`src/rtl/ex_multicycle_unit.sv`:
```
// Iterative multiply/divide unit for the EX stage: pipelined multiply, restoring
// radix-2 divide, {hi,lo} result held in DONE until the pipeline releases it.
module ex_multicycle_unit #(
  parameter int MUL_LAT = 3
) (
  input  logic        clk,
  input  logic        rst,
  input  logic        req_valid,
  input  logic [2:0]  op,
  input  logic [31:0] reg1,
  input  logic [31:0] reg2,
  input  logic [63:0] hilo_in,
  input  logic        pipe_stall,
  input  logic        flush,
  output logic        stall_req,
  output logic        result_valid,
  output logic [63:0] hilo_out
);

  typedef enum logic [2:0] {S_IDLE, S_MUL, S_DIV, S_FIX, S_DONE} state_t;

  localparam int CW = $clog2((MUL_LAT > 32) ? MUL_LAT : 32);

  state_t        r_state;
  state_t        w_next;
  logic [CW-1:0] r_cnt;
  logic [1:0]    r_mode;
  logic          r_neg_q;
  logic          r_neg_r;
  logic [31:0]   r_quo;
  logic [31:0]   r_rem;
  logic [31:0]   r_mag_b;
  logic [63:0]   r_acc;
  logic [63:0]   r_hilo;
  logic [63:0]   r_pipe [MUL_LAT];

  logic          w_accept;
  logic          w_is_div;
  logic          w_sa;
  logic          w_sb;
  logic [31:0]   w_mag_a;
  logic [31:0]   w_mag_b;
  logic [32:0]   w_trial;
  logic [63:0]   w_prod;
  logic [63:0]   w_mul_res;
  logic [31:0]   w_q;
  logic [31:0]   w_r;
  logic [63:0]   w_div_res;

  assign w_accept = (r_state == S_IDLE) & req_valid & ~flush;
  assign w_is_div = (op == 3'd2) || (op == 3'd3);
  assign w_sa     = ~op[0] & reg1[31];
  assign w_sb     = ~op[0] & reg2[31];
  assign w_mag_a  = w_sa ? -reg1 : reg1;
  assign w_mag_b  = w_sb ? -reg2 : reg2;

  // Partial remainder is always below the divisor, so 33 bits hold the trial.
  assign w_trial  = {r_rem, r_quo[31]} - {1'b0, r_mag_b};

  assign w_prod   = r_neg_q ? -r_pipe[MUL_LAT-1] : r_pipe[MUL_LAT-1];

  always_comb begin
    w_mul_res = w_prod;
    case (r_mode)
      2'b10:   w_mul_res = r_acc + w_prod;
      2'b11:   w_mul_res = r_acc - w_prod;
      default: w_mul_res = w_prod;
    endcase
  end

  // Divide-by-zero leaves the dividend magnitude as remainder, so hi needs no override.
  assign w_q       = r_neg_q ? -r_quo : r_quo;
  assign w_r       = r_neg_r ? -r_rem : r_rem;
  assign w_div_res = {w_r, (r_mag_b == '0) ? 32'hFFFF_FFFF : w_q};

  always_ff @(posedge clk or posedge rst) begin
    if (rst) r_state <= S_IDLE;
    else     r_state <= w_next;
  end

  always_comb begin
    w_next       = r_state;
    stall_req    = req_valid & (r_state != S_DONE);
    result_valid = (r_state == S_DONE);
    hilo_out     = (r_state == S_DONE) ? r_hilo : '0;
    if (flush) begin
      w_next = S_IDLE;
    end else begin
      case (r_state)
        S_IDLE: if (req_valid) w_next = w_is_div ? S_DIV : S_MUL;
        S_MUL: begin
          if (!req_valid)         w_next = S_IDLE;
          else if (r_cnt == '0)   w_next = S_DONE;
        end
        S_DIV: begin
          if (!req_valid)         w_next = S_IDLE;
          else if (r_cnt == '0)   w_next = S_FIX;
        end
        S_FIX:  w_next = req_valid ? S_DONE : S_IDLE;
        S_DONE: if (!pipe_stall) w_next = S_IDLE;
        default: w_next = S_IDLE;
      endcase
    end
  end

  always_ff @(posedge clk or posedge rst) begin
    if (rst) begin
      r_cnt   <= '0;
      r_mode  <= '0;
      r_neg_q <= 1'b0;
      r_neg_r <= 1'b0;
      r_quo   <= '0;
      r_rem   <= '0;
      r_mag_b <= '0;
      r_acc   <= '0;
      r_hilo  <= '0;
      for (int unsigned k = 0; k < unsigned'(MUL_LAT); k++) r_pipe[k] <= '0;
    end else begin
      if (w_next == S_IDLE)
        r_cnt <= '0;
      else if (w_accept)
        r_cnt <= w_is_div ? CW'(31) : CW'(MUL_LAT - 1);
      else if ((r_state == S_MUL || r_state == S_DIV) && r_cnt != '0)
        r_cnt <= r_cnt - CW'(1);

      if (w_accept) begin
        r_mode    <= op[2:1];
        r_neg_q   <= w_sa ^ w_sb;
        r_neg_r   <= w_sa;
        r_quo     <= w_mag_a;
        r_rem     <= '0;
        r_mag_b   <= w_mag_b;
        r_acc     <= hilo_in;
        r_pipe[0] <= {32'b0, w_mag_a} * {32'b0, w_mag_b};
      end else if (r_state == S_MUL) begin
        for (int unsigned k = 1; k < unsigned'(MUL_LAT); k++) r_pipe[k] <= r_pipe[k-1];
      end else if (r_state == S_DIV && w_next != S_IDLE) begin
        if (!w_trial[32]) begin
          r_rem <= w_trial[31:0];
          r_quo <= {r_quo[30:0], 1'b1};
        end else begin
          r_rem <= {r_rem[30:0], r_quo[31]};
          r_quo <= {r_quo[30:0], 1'b0};
        end
      end

      if (w_next == S_DONE && r_state == S_MUL)      r_hilo <= w_mul_res;
      else if (w_next == S_DONE && r_state == S_FIX) r_hilo <= w_div_res;
    end
  end

endmodule

```
`config.mk`:
```
export PLATFORM = sky130hd
export DESIGN_NAME = ex_multicycle_unit
export DESIGN_NICKNAME = d
export VERILOG_FILES = /design/src/rtl/ex_multicycle_unit.sv
export SDC_FILE = /design/constraint.sdc
export NUM_CORES = 2
export LEC_CHECK = 0
export ABC_CLOCK_PERIOD_IN_PS = 15600
export BUFFER_PORTS_ARGS = -buffer_cell sky130_fd_sc_hd__buf_4
export CAP_MARGIN = 15
export CORE_MARGIN = 1.5
export CORE_UTILIZATION = 34
export DETAILED_ROUTE_END_ITERATION = 10
export GPL_ROUTABILITY_DRIVEN = 0
export PLACE_DENSITY = 0.46
export SYNTH_ARGS = -nofsm -noshare
export SYNTH_HDL_FRONTEND = slang
export SYNTH_SLANG_ARGS = --single-unit
```
`constraint.sdc`:
```
create_clock -name clk -period 15.6 [get_ports clk]
set_input_delay 1.56 -clock clk [delete_from_list [all_inputs] [get_ports clk]]
set_output_delay 1.56 -clock clk [all_outputs]
set_load 0.02 [all_outputs]
```
After elaboration in Yosys (flattened, before gate mapping)
Index checks and enable logic that the tools add are counted.
- input port bits: 136
- bits in registers: 428
- output and inout bits: 66
- multiply operators: 1
- equal/unequal tests: 11
- bitwise logic cells: 9
- multiplexer cells: 32
- add/sub/neg operators: 9
- reductions and logical operators: 17
- operator list (operator ; number):
    2-to-1 mux 32 bit ; 12
    2-to-1 mux 64 bit ; 4
    negator 32 bit ; 4
    one-hot mux 64 bit (2 select lines) ; 1
    adder 64 bit ; 1
    multiplier 32 x 32 -> 64 bit ; 1
    negator 64 bit ; 1
    subtractor 64 bit ; 1
    subtractor 33 x 32 -> 33 bit ; 1
    zero test 32 bit ; 1
    2-to-1 mux 3 bit ; 8
    2-to-1 mux 5 bit ; 4
    one-hot mux 3 bit (5 select lines) ; 1
    equality test 3 x 2 -> 1 bit (second input constant) ; 4
    equality test 3 bit (second input constant) ; 2
    zero test 3 bit ; 2
    nonzero test 3 bit ; 2
    AND 1 bit ; 5
    zero test 5 bit ; 1
    nonzero test 5 bit ; 1
    subtractor 5 x 1 -> 5 bit (second input constant) ; 1
    equality test 2 bit (second input constant) ; 2
    logical AND 1 bit ; 4
    AND reduction 2 bit ; 2
    other kinds (9) ; 13

Logic depth before layout (Yosys ltp)
- word-level depth: 11
- depth in mapped cells: 41
- gate-level depth less buffers: 37

Least setup slack after synthesis
OpenSTA, ideal clock, no wires.
- kind: input to register
- from: input reg1[0]
- to: register r_pipe[191] (netlist bit)
- stages: 36
- setup slack: 4.381 ns
- data required time: 15.471 ns
- arrival time: 11.091 ns
- cells stage by stage: clkbuf_1 clkinv_1 clkbuf_1 ha_1 nand2b_1 nor3_1 nand2_1 nor2_1 nand3_1 o31ai_1 xor2_1 clkbuf_1 nor2_1 fa_1 inv_1 fa_1 fa_1 fa_1 inv_1 fa_1 fa_1 fa_1 fa_1 ha_1 a21o_1 a21o_1 a21oi_1 o21a_1 o31ai_1 a221oi_1 o31ai_1 a41oi_1 o21ai_1 a221oi_1 xnor2_1 o21ai_1
- cells in the longest elaborated chain, start to end: 3
- ends and longest elaborated chain (what ; line ; text):
    start, declared ; 10 ; input logic [31:0] reg1,
    negator 32 bit ; 54 ; assign w_mag_a = w_sa ? -reg1 : reg1;
    2-to-1 mux 32 bit (*) ; 54 ;
    multiplier 32 x 32 -> 64 bit (*) ; 134 ; r_pipe[0] <= {32'b0, w_mag_a} * {32'b0, w_mag_b};
    end, declared ; 35 ; logic [63:0] r_pipe [MUL_LAT];
Mark *: on every way between the ends. The rest lies on a longest branch, timed or not.
A chain may end at the register's enable or synchronous reset.

Final worst setup path
- from: input reg1[3]
- to: register r_pipe[191] (netlist bit)
Same word-level chain as after synthesis.

==> metrics.log <==
[metrics] run status: complete, no violations
[metrics] Worst Setup End Kind: flop
[metrics] Worst-Skew Late Latency: roughly 0.64 ns
[metrics] netlist area before placement: slightly above 0.06 sq mm
[metrics] R2R cell count: 25
[metrics] detail-routed net length per standard cell: 24.30 um
[metrics] CTS tree: done
[metrics] signal arrival time at the worst endpoint: around 13 ns
[metrics] number of port buffers: 201
[metrics] number of detailed-routing iterations run before antenna repair: 8
[metrics] cell family contributing the most delay on the critical path: adder cells
[metrics] Gates resized, CTS repair: 0
[metrics] top cell type's share of synthesized area: 0.2960
[metrics] Antenna Violating Nets Remaining: 0
[metrics] site row count: 154
[metrics] top-count cell post-synth: nand2_1
[metrics] number of DRC markers in iteration 0: 3868
[metrics] post-detailed-placement half-perimeter wirelength: roughly 180000 um
[metrics] final number of hold-violating endpoints: 0
[metrics] overall global routing resource usage: 0.2545
[metrics] Worst path depth: 34
[metrics] layout cell share with drive strength beyond 1: 0.09486
[metrics] TNS Setup: 0 ns
[metrics] Post-synth top cells: 1066 x nand2_1, 1017 x inv_1, 898 x fa_1
[metrics] pin count of the biggest net entering global routing: around 140
[metrics] Clk Tree Root Cell: clkbuf_16
[metrics] leading post-synthesis cells by cell area: fa_1 30%, dfrtp_1 18%, ha_1 7.5%
[metrics] setup violators final: 0
[metrics] Filler Cells Inserted: around 18k
[metrics] Post-synth top flop: dfrtp_1
[metrics] antenna violations before repair: 8
[metrics] clock tree buffer depth: 3
[metrics] Data required, critical path: 16.09 ns
[metrics] Cells on Worst Hold Path: 2
[metrics] total of max-cap violations: 0
[metrics] hold-fix buffers at CTS: 0
[metrics] most used cell, CP: fa_1
[metrics] die boundary width: around 430 um
[metrics] total vias in the final route: 50.25k
[metrics] via density per instance: 5.294
[metrics] worst slew margin relative to its limit: 0.2015
[metrics] vias in the first global route: a little over 50k
[metrics] CTS H-tree lvls: 2
[metrics] final routed DRC violation total: 0
[metrics] final wirelength: 230600 um
[metrics] CP Launch Type: input pin
[metrics] wire length of the first global-routing pass: 343000 um
[metrics] highest clock rate: around 0.081 GHz
[metrics] period utilisation layout: 0.7885
[metrics] synthesized net count: 8468
[metrics] post-synthesis cell type count: 92
[metrics] EDFF count, synth: 0
[metrics] post-synthesis register bit count: approximately 430
[metrics] highest fanout seen on the critical path: 16
[metrics] GRT Residual Overflow: 0
[metrics] area growth from synthesis to final layout: 11.02%
[metrics] pins over their slew limit: 0
[metrics] sequential fraction of the synthesis area: 0.1764
[metrics] Final nets: ~8.5k
[metrics] kind of path behind the tightest hold check: flop to flop
[metrics] Layout Skew: 0.07207 ns
[metrics] unrepaired setup endpoints after global routing: no
[metrics] cell taking the most area after synthesis: fa_1
[metrics] clock transition time at the flip-flop clock pins of the worst setup and hold paths: approximately 0.06 ns
[metrics] buffer and inverter count on the worst path: 4
[metrics] starting density of the core: 0.3433
[metrics] number of I/O pins: 202
[metrics] count of warnings emitted by yosys: 0
[metrics] minimum clock period after layout: 12.30 ns
[metrics] die area: about 0.18 sq mm
[metrics] worst-path cell with the longest stage delay: a221oi_1
[metrics] cts bufs inserted: 45
[metrics] Synth async-reset ratio: 1.000
[metrics] stage delay of the slowest cell on the critical path: 0.84 ns
[metrics] Die Ht: 425.6 um
[metrics] setup repair bufs after CTS: 0
[metrics] worst-margin pin slew: 1.197 ns
[metrics] total core area: 0.1769 sq mm
[metrics] cells after synthesis: 7070
[metrics] synthesized area per cell: 8.590 sq um
[metrics] number of clock sinks seen by CTS: about 430
[metrics] worst setup path category: input pin to flop
-- area by class of cell --
class	count	area [sq um]	share of cell area
inverter	1018	3829	0.05679
clock buffer	61	1246	0.01848
clock inverter	18	386.6	0.005734
timing repair buffer	353	2678	0.03971
tap	2340	2928	0.04342
multi-input combinational	5269	45620	0.6767
antenna	5	12.51	0.0001856
sequential	428	10720	0.1590
-- cells in the final DEF (no fill, tap or decap), drive strengths merged, types with 34 or more instances in the layout --
cell    count
a21o       80
a31oi      46
and3       89
o41ai      37
o31ai      66
ha        364
nor2      782
buf       352
a21oi     253
mux2      120
inv      1018
clkbuf     62
o21ai     383
nor4       34
fa        898
nand4      40
xor2      200
nand2    1066
nor3       57
mux2i      41
xnor2     241
dfrtp     428
nand3      64
-- final timing paths --
kind / startpoint / to / slack (ns)
worst max-delay path: reg1[3] / r_pipe[191] / 3.30
worst min-delay path: r_pipe[173] / r_pipe[173] / 0.46
worst max register to register: r_neg_q / r_hilo[56] / 7.43
worst min register to register: r_pipe[173] / r_pipe[173] / 0.46
max in group asynchronous: rst / r_mag_b[25] / 12.37
min in group asynchronous: rst / r_acc[53] / 1.00
-- sequential cells by signal (all words and copies together) (netlist names), 2 cells and up --
name and count:
r_pipe 192, r_quo 32, r_mag_b 32, r_hilo 64, r_mode 2, r_cnt 5
r_rem 32, r_acc 64, r_state 3
-- metal layers --
metal	wire [um]	track usage	up-vias
li1	-	-	22664
met3	13400	0.02884	385
met2	106700	0.4146	1766
met5	13	0	-
met1	99480	0.3427	25433
met4	11030	0.1058	2
-- per-stage QoR --
step                        util  instance area, sq um  hold slack, ns  worst slack (ns)  cells
after floorplan                -                 60730          0.4310             2.122   7070
after global placement    0.3717                 65740          0.4471             2.953   9405
after detailed placement  0.3717                 65750          0.4515             2.693   9406
after CTS                 0.3809                 67380          0.4658             3.395   9485
after global routing      0.3811                 67420          0.4929             2.855   9490
final                     0.3812                 67420          0.4635             3.300   9492
-- kinds of logic after synthesis --
group                      count (synthesis)  share of synthesized area
xor gates and xnor gates                 441                    0.06372
DFF                                      428                     0.1764
muxes                                    161                    0.02901
adders and majority gates               1262                     0.3710
buffers and inverters                   1373                    0.08523
AOI/OAI and AO/OA                       1090                     0.1110
and+or+nand+nor                         2315                     0.1637
-- worst min-delay path: stages (launching register included) --
cell	delay, ns
dfrtp_1	0.34
nand2_1	0.05
nand2_1	0.05
Power is not shown: default switching activity piles up to over one toggle a cycle in this logic, so the estimate is an artifact.
